--- src/rtl/memctl_refill_rsp_pkg.sv ---
// Shared types for the memory-controller linefill response path.
//   - mem_op_e               : memory op encodings (only LOAD reaches this block)
//   - memctl_tracker_state_e : per-entry fill tracker state
//   - memctl_entry_t         : tracker entry payload {state, id, addr, beat_cnt}
//   - memctl_line_align()    : clears the line-offset bits of an address
package memctl_refill_rsp_pkg;

  localparam int unsigned MEMCTL_ID_W   = 8;
  localparam int unsigned MEMCTL_ADDR_W = 32;
  localparam int unsigned MEMCTL_BEATS  = 4;
  localparam int unsigned MEMCTL_OFF_W  = $clog2(MEMCTL_BEATS);
  localparam int unsigned MEM_OP_W      = 3;

  typedef enum logic [MEM_OP_W-1:0] {
    MEM_OP_NONE  = 3'd0,
    MEM_OP_LOAD  = 3'd1,
    MEM_OP_STORE = 3'd2,
    MEM_OP_EVICT = 3'd3
  } mem_op_e;

  typedef enum logic [1:0] {
    MT_FREE   = 2'd0,
    MT_PEND   = 2'd1,
    MT_ISSUED = 2'd2,
    MT_FILL   = 2'd3
  } memctl_tracker_state_e;

  typedef struct packed {
    memctl_tracker_state_e     state;
    logic [MEMCTL_ID_W-1:0]    id;
    logic [MEMCTL_ADDR_W-1:0]  addr;
    logic [MEMCTL_OFF_W-1:0]   beat_cnt;
  } memctl_entry_t;

  // Clear the low lsb bits so the address points at the start of its line.
  function automatic logic [MEMCTL_ADDR_W-1:0] memctl_line_align(
    input logic [MEMCTL_ADDR_W-1:0] addr,
    input int unsigned              lsb
  );
    logic [MEMCTL_ADDR_W-1:0] mask;
    mask = ~((MEMCTL_ADDR_W'(1) << lsb) - MEMCTL_ADDR_W'(1));
    return addr & mask;
  endfunction

endpackage

--- src/rtl/memctl_idx_fifo.sv ---
// FIFO of tracker indices that orders read-address issue by allocation order.
//   clk, rst   : clock, synchronous active-high reset
//   push       : write push_data at the tail
//   push_data  : tracker index
//   pop        : drop the head entry (only when non-empty)
//   head_c     : current head index (combinational read)
//   empty_c    : no index queued (combinational)
// Push and pop in the same cycle are allowed; the owner guarantees no overflow.
module memctl_idx_fifo #(
  parameter int unsigned DEPTH = 4,
  parameter int unsigned W     = 2
) (
  input  logic         clk,
  input  logic         rst,
  input  logic         push,
  input  logic [W-1:0] push_data,
  input  logic         pop,
  output logic [W-1:0] head_c,
  output logic         empty_c
);

  localparam int unsigned PTR_W = $clog2(DEPTH);
  localparam int unsigned CNT_W = PTR_W + 1;

  logic [PTR_W-1:0] wr_ptr_q;
  logic [PTR_W-1:0] rd_ptr_q;
  logic [CNT_W-1:0] cnt_q;
  logic [W-1:0]     mem_q [DEPTH];

  // Pointer and occupancy tracking; DEPTH is a power of two so pointers wrap.
  always_ff @(posedge clk) begin
    if (rst) begin
      wr_ptr_q <= '0;
      rd_ptr_q <= '0;
      cnt_q    <= '0;
    end else begin
      if (push) wr_ptr_q <= wr_ptr_q + PTR_W'(1);
      if (pop)  rd_ptr_q <= rd_ptr_q + PTR_W'(1);
      cnt_q <= cnt_q + CNT_W'(push) - CNT_W'(pop);
    end
  end

  // Storage needs no reset; only occupied slots are ever read.
  always_ff @(posedge clk) begin
    if (push) mem_q[wr_ptr_q] <= push_data;
  end

  assign head_c  = mem_q[rd_ptr_q];
  assign empty_c = (cnt_q == '0);

endmodule

--- src/rtl/memctl_refill_rsp.sv ---
// Memory-controller end of the linefill interface.
// Accepts LOAD linefill requests, tracks up to OST outstanding fills, issues
// line-aligned burst reads in allocation order and returns each line
// beat-by-beat to the refill writer tagged with the requesting nline id.
//   clk, rst          : clock, synchronous active-high reset
//   u_memctl_*        : linefill request {op, id, addr}, valid/ready
//   m_ar_*            : bus read address {addr, tag}, valid/ready
//   m_r_*             : bus read data {tag, data, last, err}, valid/ready
//   d_refill_*        : refill beat {id, offset, data, last, err}, valid/ready
//   err_unexp         : sticky, a beat arrived for a FREE/PEND tracker
module memctl_refill_rsp
  import memctl_refill_rsp_pkg::*;
#(
  parameter int unsigned ID_W   = MEMCTL_ID_W,
  parameter int unsigned ADDR_W = MEMCTL_ADDR_W,
  parameter int unsigned BEAT_W = 32,
  parameter int unsigned BEATS  = MEMCTL_BEATS,
  parameter int unsigned OST    = 4
) (
  input  logic                     clk,
  input  logic                     rst,
  input  logic                     u_memctl_valid,
  output logic                     u_memctl_ready,
  input  logic [2:0]               u_memctl_op,
  input  logic [ID_W-1:0]          u_memctl_id,
  input  logic [ADDR_W-1:0]        u_memctl_addr,
  output logic                     m_ar_valid,
  input  logic                     m_ar_ready,
  output logic [ADDR_W-1:0]        m_ar_addr,
  output logic [$clog2(OST)-1:0]   m_ar_tag,
  input  logic                     m_r_valid,
  output logic                     m_r_ready,
  input  logic [$clog2(OST)-1:0]   m_r_tag,
  input  logic [BEAT_W-1:0]        m_r_data,
  input  logic                     m_r_last,
  input  logic                     m_r_err,
  output logic                     d_refill_valid,
  input  logic                     d_refill_ready,
  output logic [ID_W-1:0]          d_refill_id,
  output logic [$clog2(BEATS)-1:0] d_refill_offset,
  output logic [BEAT_W-1:0]        d_refill_data,
  output logic                     d_refill_last,
  output logic                     d_refill_err,
  output logic                     err_unexp
);

  localparam int unsigned TAG_W    = $clog2(OST);
  localparam int unsigned OFF_W    = $clog2(BEATS);
  localparam int unsigned LINE_LSB = $clog2(BEATS * BEAT_W / 8);

  localparam memctl_entry_t ENT_RST = '{state: MT_FREE, id: '0, addr: '0, beat_cnt: '0};

  // The tracker entry type is sized by the package; reject mismatched overrides.
  if (ID_W != MEMCTL_ID_W || ADDR_W != MEMCTL_ADDR_W || BEATS != MEMCTL_BEATS ||
      BEATS < 2 || OST < 2 || (OST & (OST - 1)) != 0) begin : g_param_chk
    $error("memctl_refill_rsp: unsupported parameter set");
  end

  memctl_entry_t    ent_q [OST];
  memctl_entry_t    ent_d [OST];
  logic [OST-1:0]   free_vec;
  logic [TAG_W-1:0] alloc_idx;
  logic [TAG_W-1:0] fifo_head;
  logic             fifo_empty;
  logic             u_hsk;
  logic             ar_hsk;
  logic             r_hsk;
  memctl_entry_t    r_ent;
  logic             r_live;
  logic             exp_last;
  logic             fwd;

  // Free-entry vector and lowest-free priority encode.
  always_comb begin
    free_vec  = '0;
    alloc_idx = '0;
    for (int i = 0; i < int'(OST); i++) begin
      free_vec[i] = (ent_q[i].state == MT_FREE);
    end
    for (int i = int'(OST) - 1; i >= 0; i--) begin
      if (free_vec[i]) alloc_idx = TAG_W'(i);
    end
  end

  assign u_memctl_ready = |free_vec;
  assign u_hsk          = u_memctl_valid & u_memctl_ready;

  memctl_idx_fifo #(
    .DEPTH (OST),
    .W     (TAG_W)
  ) u_idx_fifo (
    .clk       (clk),
    .rst       (rst),
    .push      (u_hsk),
    .push_data (alloc_idx),
    .pop       (ar_hsk),
    .head_c    (fifo_head),
    .empty_c   (fifo_empty)
  );

  // Read address comes straight from the queued head entry, so it stays put
  // until the bus accepts it.
  assign m_ar_valid = !fifo_empty;
  assign m_ar_tag   = fifo_head;
  assign m_ar_addr  = ADDR_W'(ent_q[fifo_head].addr);
  assign ar_hsk     = m_ar_valid & m_ar_ready;

  // Beats are accepted whenever the one-deep output register can take one.
  assign m_r_ready = !d_refill_valid | d_refill_ready;
  assign r_hsk     = m_r_valid & m_r_ready;
  assign r_ent     = ent_q[m_r_tag];
  assign r_live    = (r_ent.state == MT_ISSUED) || (r_ent.state == MT_FILL);
  assign exp_last  = (r_ent.beat_cnt == MEMCTL_OFF_W'(BEATS - 1));
  assign fwd       = r_hsk & r_live;

  // Tracker next-state: alloc, issue and beat return touch disjoint entries.
  always_comb begin
    for (int i = 0; i < int'(OST); i++) begin
      ent_d[i] = ent_q[i];
    end
    if (u_hsk) begin
      ent_d[alloc_idx].state    = MT_PEND;
      ent_d[alloc_idx].id       = MEMCTL_ID_W'(u_memctl_id);
      ent_d[alloc_idx].addr     = memctl_line_align(MEMCTL_ADDR_W'(u_memctl_addr), LINE_LSB);
      ent_d[alloc_idx].beat_cnt = '0;
    end
    if (ar_hsk) begin
      ent_d[fifo_head].state = MT_ISSUED;
    end
    // Either an early last or the final expected beat retires the entry.
    if (fwd) begin
      if (m_r_last || exp_last) begin
        ent_d[m_r_tag].state    = MT_FREE;
        ent_d[m_r_tag].beat_cnt = '0;
      end else begin
        ent_d[m_r_tag].state    = MT_FILL;
        ent_d[m_r_tag].beat_cnt = r_ent.beat_cnt + MEMCTL_OFF_W'(1);
      end
    end
  end

  // Tracker state register.
  always_ff @(posedge clk) begin
    if (rst) begin
      for (int i = 0; i < int'(OST); i++) ent_q[i] <= ENT_RST;
    end else begin
      for (int i = 0; i < int'(OST); i++) ent_q[i] <= ent_d[i];
    end
  end

  // Output valid and sticky unexpected-beat flag.
  always_ff @(posedge clk) begin
    if (rst) begin
      d_refill_valid <= 1'b0;
      err_unexp      <= 1'b0;
    end else begin
      if (fwd) begin
        d_refill_valid <= 1'b1;
      end else if (d_refill_ready) begin
        d_refill_valid <= 1'b0;
      end
      if (r_hsk && !r_live) err_unexp <= 1'b1;
    end
  end

  // Output payload; a length mismatch in either direction marks the beat bad.
  always_ff @(posedge clk) begin
    if (fwd) begin
      d_refill_id     <= ID_W'(r_ent.id);
      d_refill_offset <= OFF_W'(r_ent.beat_cnt);
      d_refill_data   <= m_r_data;
      d_refill_last   <= exp_last;
      d_refill_err    <= m_r_err | (m_r_last != exp_last);
    end
  end

`ifndef SYNTHESIS
  logic id_dup_c;

  // An id may only be outstanding once.
  always_comb begin
    id_dup_c = 1'b0;
    for (int i = 0; i < int'(OST); i++) begin
      if (ent_q[i].state != MT_FREE && ent_q[i].id == MEMCTL_ID_W'(u_memctl_id)) id_dup_c = 1'b1;
    end
  end

  always @(posedge clk) begin
    if (!rst && u_hsk) begin
      assert (u_memctl_op == 3'(MEM_OP_LOAD));
      assert (!id_dup_c);
    end
  end
`endif

endmodule

--- config.mk ---
export PLATFORM = sky130hd
export DESIGN_NAME = memctl_refill_rsp
export DESIGN_NICKNAME = d
export VERILOG_FILES = /design/src/rtl/memctl_refill_rsp_pkg.sv /design/src/rtl/memctl_idx_fifo.sv /design/src/rtl/memctl_refill_rsp.sv
export SDC_FILE = /design/constraint.sdc
export NUM_CORES = 1
export LEC_CHECK = 0
export BUFFER_PORTS_ARGS = -buffer_cell sky130_fd_sc_hd__buf_2
export CAP_MARGIN = 20
export CELL_PAD_IN_SITES_DETAIL_PLACEMENT = 1
export CELL_PAD_IN_SITES_GLOBAL_PLACEMENT = 1
export CORE_UTILIZATION = 46
export DETAILED_ROUTE_END_ITERATION = 8
export PLACE_DENSITY = 0.92
export SYNTH_ARGS = -nofsm -noshare
export SYNTH_HDL_FRONTEND = slang
export SYNTH_SLANG_ARGS = --single-unit
--- constraint.sdc ---
create_clock -name clk -period 6.3 [get_ports clk]
set_input_delay 0.315 -clock clk [delete_from_list [all_inputs] [get_ports clk]]
set_output_delay 0.315 -clock clk [all_outputs]
set_load 0.01 [all_outputs]
# == After elaboration in Yosys (flattened, before gate mapping) ==
# Memory sizes are Yosys's and may differ from the RTL's. A register that Yosys moved wholly into a read port is not among the register bits.
# Cells that the tools add are included.
# op_classes
addsub,5
multipliers,0
div_mod_pow,0
magnitude_cmp,6
eq_ne,4
shifts,0
muxes,44
bitwise,13
reduce_logical,16
# op_table
op,n
176-bit bitwise mux,9
176-bit two-way mux,4
44-bit demux with 2-bit select,7
44-bit two-way mux,7
42-bit two-way mux,1
34-bit two-way mux,1
2-bit two-way mux,8
"3-bit greater-or-equal comparator, second input constant",3
"3-bit by 1-bit < comparator with 1-bit output, second input constant",3
2-bit inverter with 3-bit output,3
2-bit logical NOT,4
1-bit two-way mux,7
"2-bit by 1-bit adder with 2-bit output, second input constant",3
"2-bit == test, second input constant",3
1-bit OR,6
1-bit bitwise AND,4
1-bit logical AND,4
4-bit OR reduction,1
3-bit by 1-bit adder with 3-bit output,1
1-bit logical NOT,3
3-bit logical NOT,1
3-bit by 1-bit subtractor with 3-bit output,1
1-bit logical OR,2
2-bit nonzero test,1
1-bit != test,1
# word_totals
ff_bits,53
latch_bits,0
ramBits,184
mem_bits_ro,0
inputBits,85
mem_count,2
# mem_list
name,depth,width,read_ports,rd_clocked_by_memory_dff,wr,line,rtl
ent_q,4,44,6,0,4,memctl_refill_rsp.sv:59,memctl_entry_t ent_q [OST];
u_idx_fifo.mem_q,4,2,1,1,1,memctl_idx_fifo.sv:28,logic [W-1:0] mem_q [DEPTH];

# == Longest topological paths before layout ==
# depth
ltp_word,22
ltp_mapped,10

# == Hierarchy ==
# From an unflattened synthesis, not the netlist that was laid out.
# hier_totals
hier_cells,922
hier_area_um2,9384.0
# by_module_without_submodules
mod,n_inst,cells_each,area_per_inst_um2,seq_area_each_um2
memctl_refill_rsp,1,871,8658.3,4884.7
memctl_idx_fifo,1,51,725.7,420.4

# == Worst setup path after synthesis ==
# Ideal clock, no wire load.
# synth_timing
kind,input-to-reg
from,input port m_r_tag[0]
to,memory ent_q[3][42] (netlist name)
setup_time_ps,70
arrival_time_ps,2411
required_ps,6230
path_slack_ps,3819
cell_stages,10
n_path_buf,3
cell_sequence,buf_6 clkbuf_1 mux4_2 ha_1 inv_1 ha_1 clkbuf_1 inv_1 or2_2 a21oi_1
# synth_lines
item,line,rtl
"start, declared",memctl_refill_rsp.sv:33,"input logic [$clog2(OST)-1:0] m_r_tag,"
"end, declared",memctl_refill_rsp.sv:59,

==> results.txt <==
After floorplanning, the core was divided into 51 placement rows. The final weighted congestion in routability-driven placement is 0.747. The post-synthesis to final-layout area growth is 21.1%.

Summed over all layers, the global routing overflow is 0. The ratio of total power to cell area is 349 nW/um^2. The number of enable flip-flop cells after synthesis is 52. The root buffer selected by CTS is sky130_fd_sc_hd__clkbuf_16. Counting every net in the synthesized netlist gives 1023. The initial core utilization is 0.476. Summed over all failing endpoints, the final setup total negative slack is 0 ps. The die extent in x came out at 145 um. The number of global-route vias before repair came out at 8396. A synthesized cell averages 10.1 sq um. The setup-violating endpoint count in the final report is 0.

Broken down by cell family, the worst path's largest delay share belongs to multiplexers. The critical path goes through mux4_2, buf_4, mux4_2, buf_2. The clock sink count is 239.

The maximum net fanout on the critical path came out at 28. The warning count from the yosys run came out at 0. The wire length of the first global-routing pass came out at 43600 um. The critical path in this run is classified as reg -> out. The reported max-cap violation count came out at 0. After clock tree synthesis, the flow added hold-fix buffers numbering 32. The number of search-and-repair iterations in the first detailed-routing pass is 5. The library cell used most frequently in the layout, excluding fill and tap cells, is sky130_fd_sc_hd__nand2_1. The post-CTS setup repair buffer count came out at 0. Among all flip-flop cells after synthesis, the most frequent one is sky130_fd_sc_hd__dfxtp_1.

The top-level port count is 168. The critical path required time is 5980 ps. Sorting the synthesized cells by area gives the leading types as sky130_fd_sc_hd__dfxtp_1 (40%), sky130_fd_sc_hd__edfxtp_1 (17%), sky130_fd_sc_hd__nand2_1 (12%). In the layout the commonest cells are sky130_fd_sc_hd__nand2_1 (293), sky130_fd_sc_hd__dfxtp_1 (187), sky130_fd_sc_hd__buf_2 (159).

The share of the Yosys chip area taken by registers is 0.565. The die height came out at 145 um. The arrival time of the worst setup path came out at 2770 ps. The flow ran to the end, and the final reports show no timing, DRC or antenna violations. STA classifies the critical path endpoint as an output pin. The register bit count reported by yosys came out at 239.

The internal reg-to-reg setup slack came out at 3530 ps. Counting stages on the worst path, the most repeated cell is sky130_fd_sc_hd__mux4_2. The clock-pin slew of the registers on the worst-case setup and hold paths came out at 70 ps.

The core region area came out at 19700 sq um. The number of vias per cell is 5.59. The post-detailed-placement half-perimeter wirelength came out at 16000 um. Synthesis instantiated 49 different standard cells from the library. The largest total area in the synthesized netlist belongs to sky130_fd_sc_hd__dfxtp_1. TritonCTS built the clock tree. The number of antenna violations at the first check in global routing is 1. The number of max-slew violations in the final report came to 0. The minimum clock period is 3080 ps. The leakage power of the design is 4.29 nW. The H-tree level count is 1. The final wirelength came out at 28600 um. The worst slew slack as a fraction of its limit is 0.286. The remaining antenna violation count after routing is 0. The worst setup path is launched from a register. The worst-case IR drop observed on VDD is 195 uV.

The min-delay analysis places its worst path in the category in -> reg. Counting the buffers created by CTS gives 25. At the later pin of the worst-skew pair, clock insertion delay measures 530 ps. The highest cell delay on the worst timing path is 600 ps. The clock skew after layout came out at 12.0 ps.

The post-synth design cell area is 9390 sq um. Entering global routing, the biggest net connects 97 pins. The post-cts repair resize count is 0.

The count of routing violations after the opening detailed-route iteration came out at 531. The residual DRC count is 0. Of the cells placed in the final design, the portion with a size suffix greater than 1 is 0.236. The net count of the finished layout is 1183. The share of async-settable or async-resettable flops after synthesis is 0.

The count of port buffers added during placement is 160. The count of endpoints failing hold in the final timing report is 0. The transition time of the tightest slew-check pin came out at 1070 ps. The routed via count came out at 7684.

The share of the clock period used by the worst path came out at 0.489. The area enclosed by the die boundary is 21000 sq um. The fmax is 325 MHz.

Of the post-synthesis cell area, the dominant cell type holds 0.399. The gate count of the mapped netlist came out at 929. The count of placed standard cells including taps is 1294.

The worst path buffer plus inverter count is 2. The number of buffers between clock root and the deepest sink is 3. The final standard cell count with taps included and fillers excluded came out at 1375. For this run, the total global-route usage over all layers was measured as 0.274.

Setup repair after global routing left no endpoint under its margin. For this design, the slowest cell found on the critical path is sky130_fd_sc_hd__mux4_2. Dividing the detail-routed wire length by the instance count gives 20.8 um.
==> area by class of cell <==
cell class / count / area, sq um
antenna: 2 / 5.00
clock buffer: 40 / 722
clock inverter: 6 / 37.5
fill: 2189 / 8350
inverter: 15 / 56.3
multi-input combinational: 607 / 3720
sequential: 239 / 5310
tap: 265 / 332
timing repair buffer: 201 / 1190
==> routing by layer <==
layer | up-vias | track usage | part of all wire
li1 | 3509 | - | -
met1 | 3792 | 0.299 | 0.38
met2 | 316 | 0.517 | 0.52
met3 | 67 | 0.0480 | 0.070
met4 | 0 | 0.115 | 0.034
met5 | - | 0 | 0
==> synthesized netlist by cell type, types with 4 or more instances <==
library cell,number
sky130_fd_sc_hd__a21oi_1,154
sky130_fd_sc_hd__and2_1,4
sky130_fd_sc_hd__and3_1,17
sky130_fd_sc_hd__buf_2,16
sky130_fd_sc_hd__buf_6,6
sky130_fd_sc_hd__clkbuf_1,41
sky130_fd_sc_hd__dfxtp_1,187
sky130_fd_sc_hd__edfxtp_1,52
sky130_fd_sc_hd__ha_1,8
sky130_fd_sc_hd__inv_1,14
sky130_fd_sc_hd__mux4_2,44
sky130_fd_sc_hd__nand2_1,294
sky130_fd_sc_hd__nand3_1,10
sky130_fd_sc_hd__nor2_1,18
sky130_fd_sc_hd__nor2b_1,5
sky130_fd_sc_hd__or2_2,5
sky130_fd_sc_hd__or3_1,4
sky130_fd_sc_hd__xnor2_1,4
==> final timing paths <==
| check | cells after the start | from | endpoint |
|---|---|---|---|
| max | 4 | register | m_ar_addr[15] |
| min | 3 | u_memctl_id[4] | register |
| min reg2reg | 2 | register | register |
| max reg2reg | 9 | u_idx_fifo.cnt_q[1] | u_idx_fifo.cnt_q[2] |
==> where the power goes <==
part	switching, mW	internal (mW)	leakage (nW)	total [mW]
clock network	0.611	0.786	0.375	1.40
registers	0.0803	1.69	2.00	1.77
logic	0.488	0.311	1.92	0.798
==> tightest hold or removal path, cell delays in order <==
cell and delay, ps:
sky130_fd_sc_hd__buf_2 120, sky130_fd_sc_hd__nand2_1 60, sky130_fd_sc_hd__a21oi_1 50
==> metrics by stage <==
step / total power [mW] / util / hold slack, ps / area [sq um] / worst slack [ps]
after global placement: 2.53 / 0.521 / 438 / 10300 / 3700
after detailed placement: 2.57 / 0.521 / 447 / 10300 / 3610
after CTS: 3.97 / 0.576 / 51.5 / 11400 / 3190
final: 3.97 / 0.577 / 54.2 / 11400 / 3220
after floorplan: 2.33 / - / 414 / 9390 / 3820
after global routing: 4.13 / 0.577 / 61.0 / 11400 / 3090
==> kinds of logic (layout without fill, tap and decap cells) <==
| logic type | after synthesis | after routing | synth area share |
|---|---|---|---|
| AOI/OAI and AO/OA | 171 | 171 | 0.0974 |
| buffers and inverters | 83 | 262 | 0.0409 |
| and+or+nand+nor | 375 | 375 | 0.169 |
| muxes | 47 | 47 | 0.110 |
| xor gates and xnor gates | 5 | 5 | 0.00466 |
| other | 0 | 2 | 0 |
| DFF | 239 | 239 | 0.565 |
| adders and majority gates | 9 | 9 | 0.0128 |
Power figures use the tool's default switching activity.
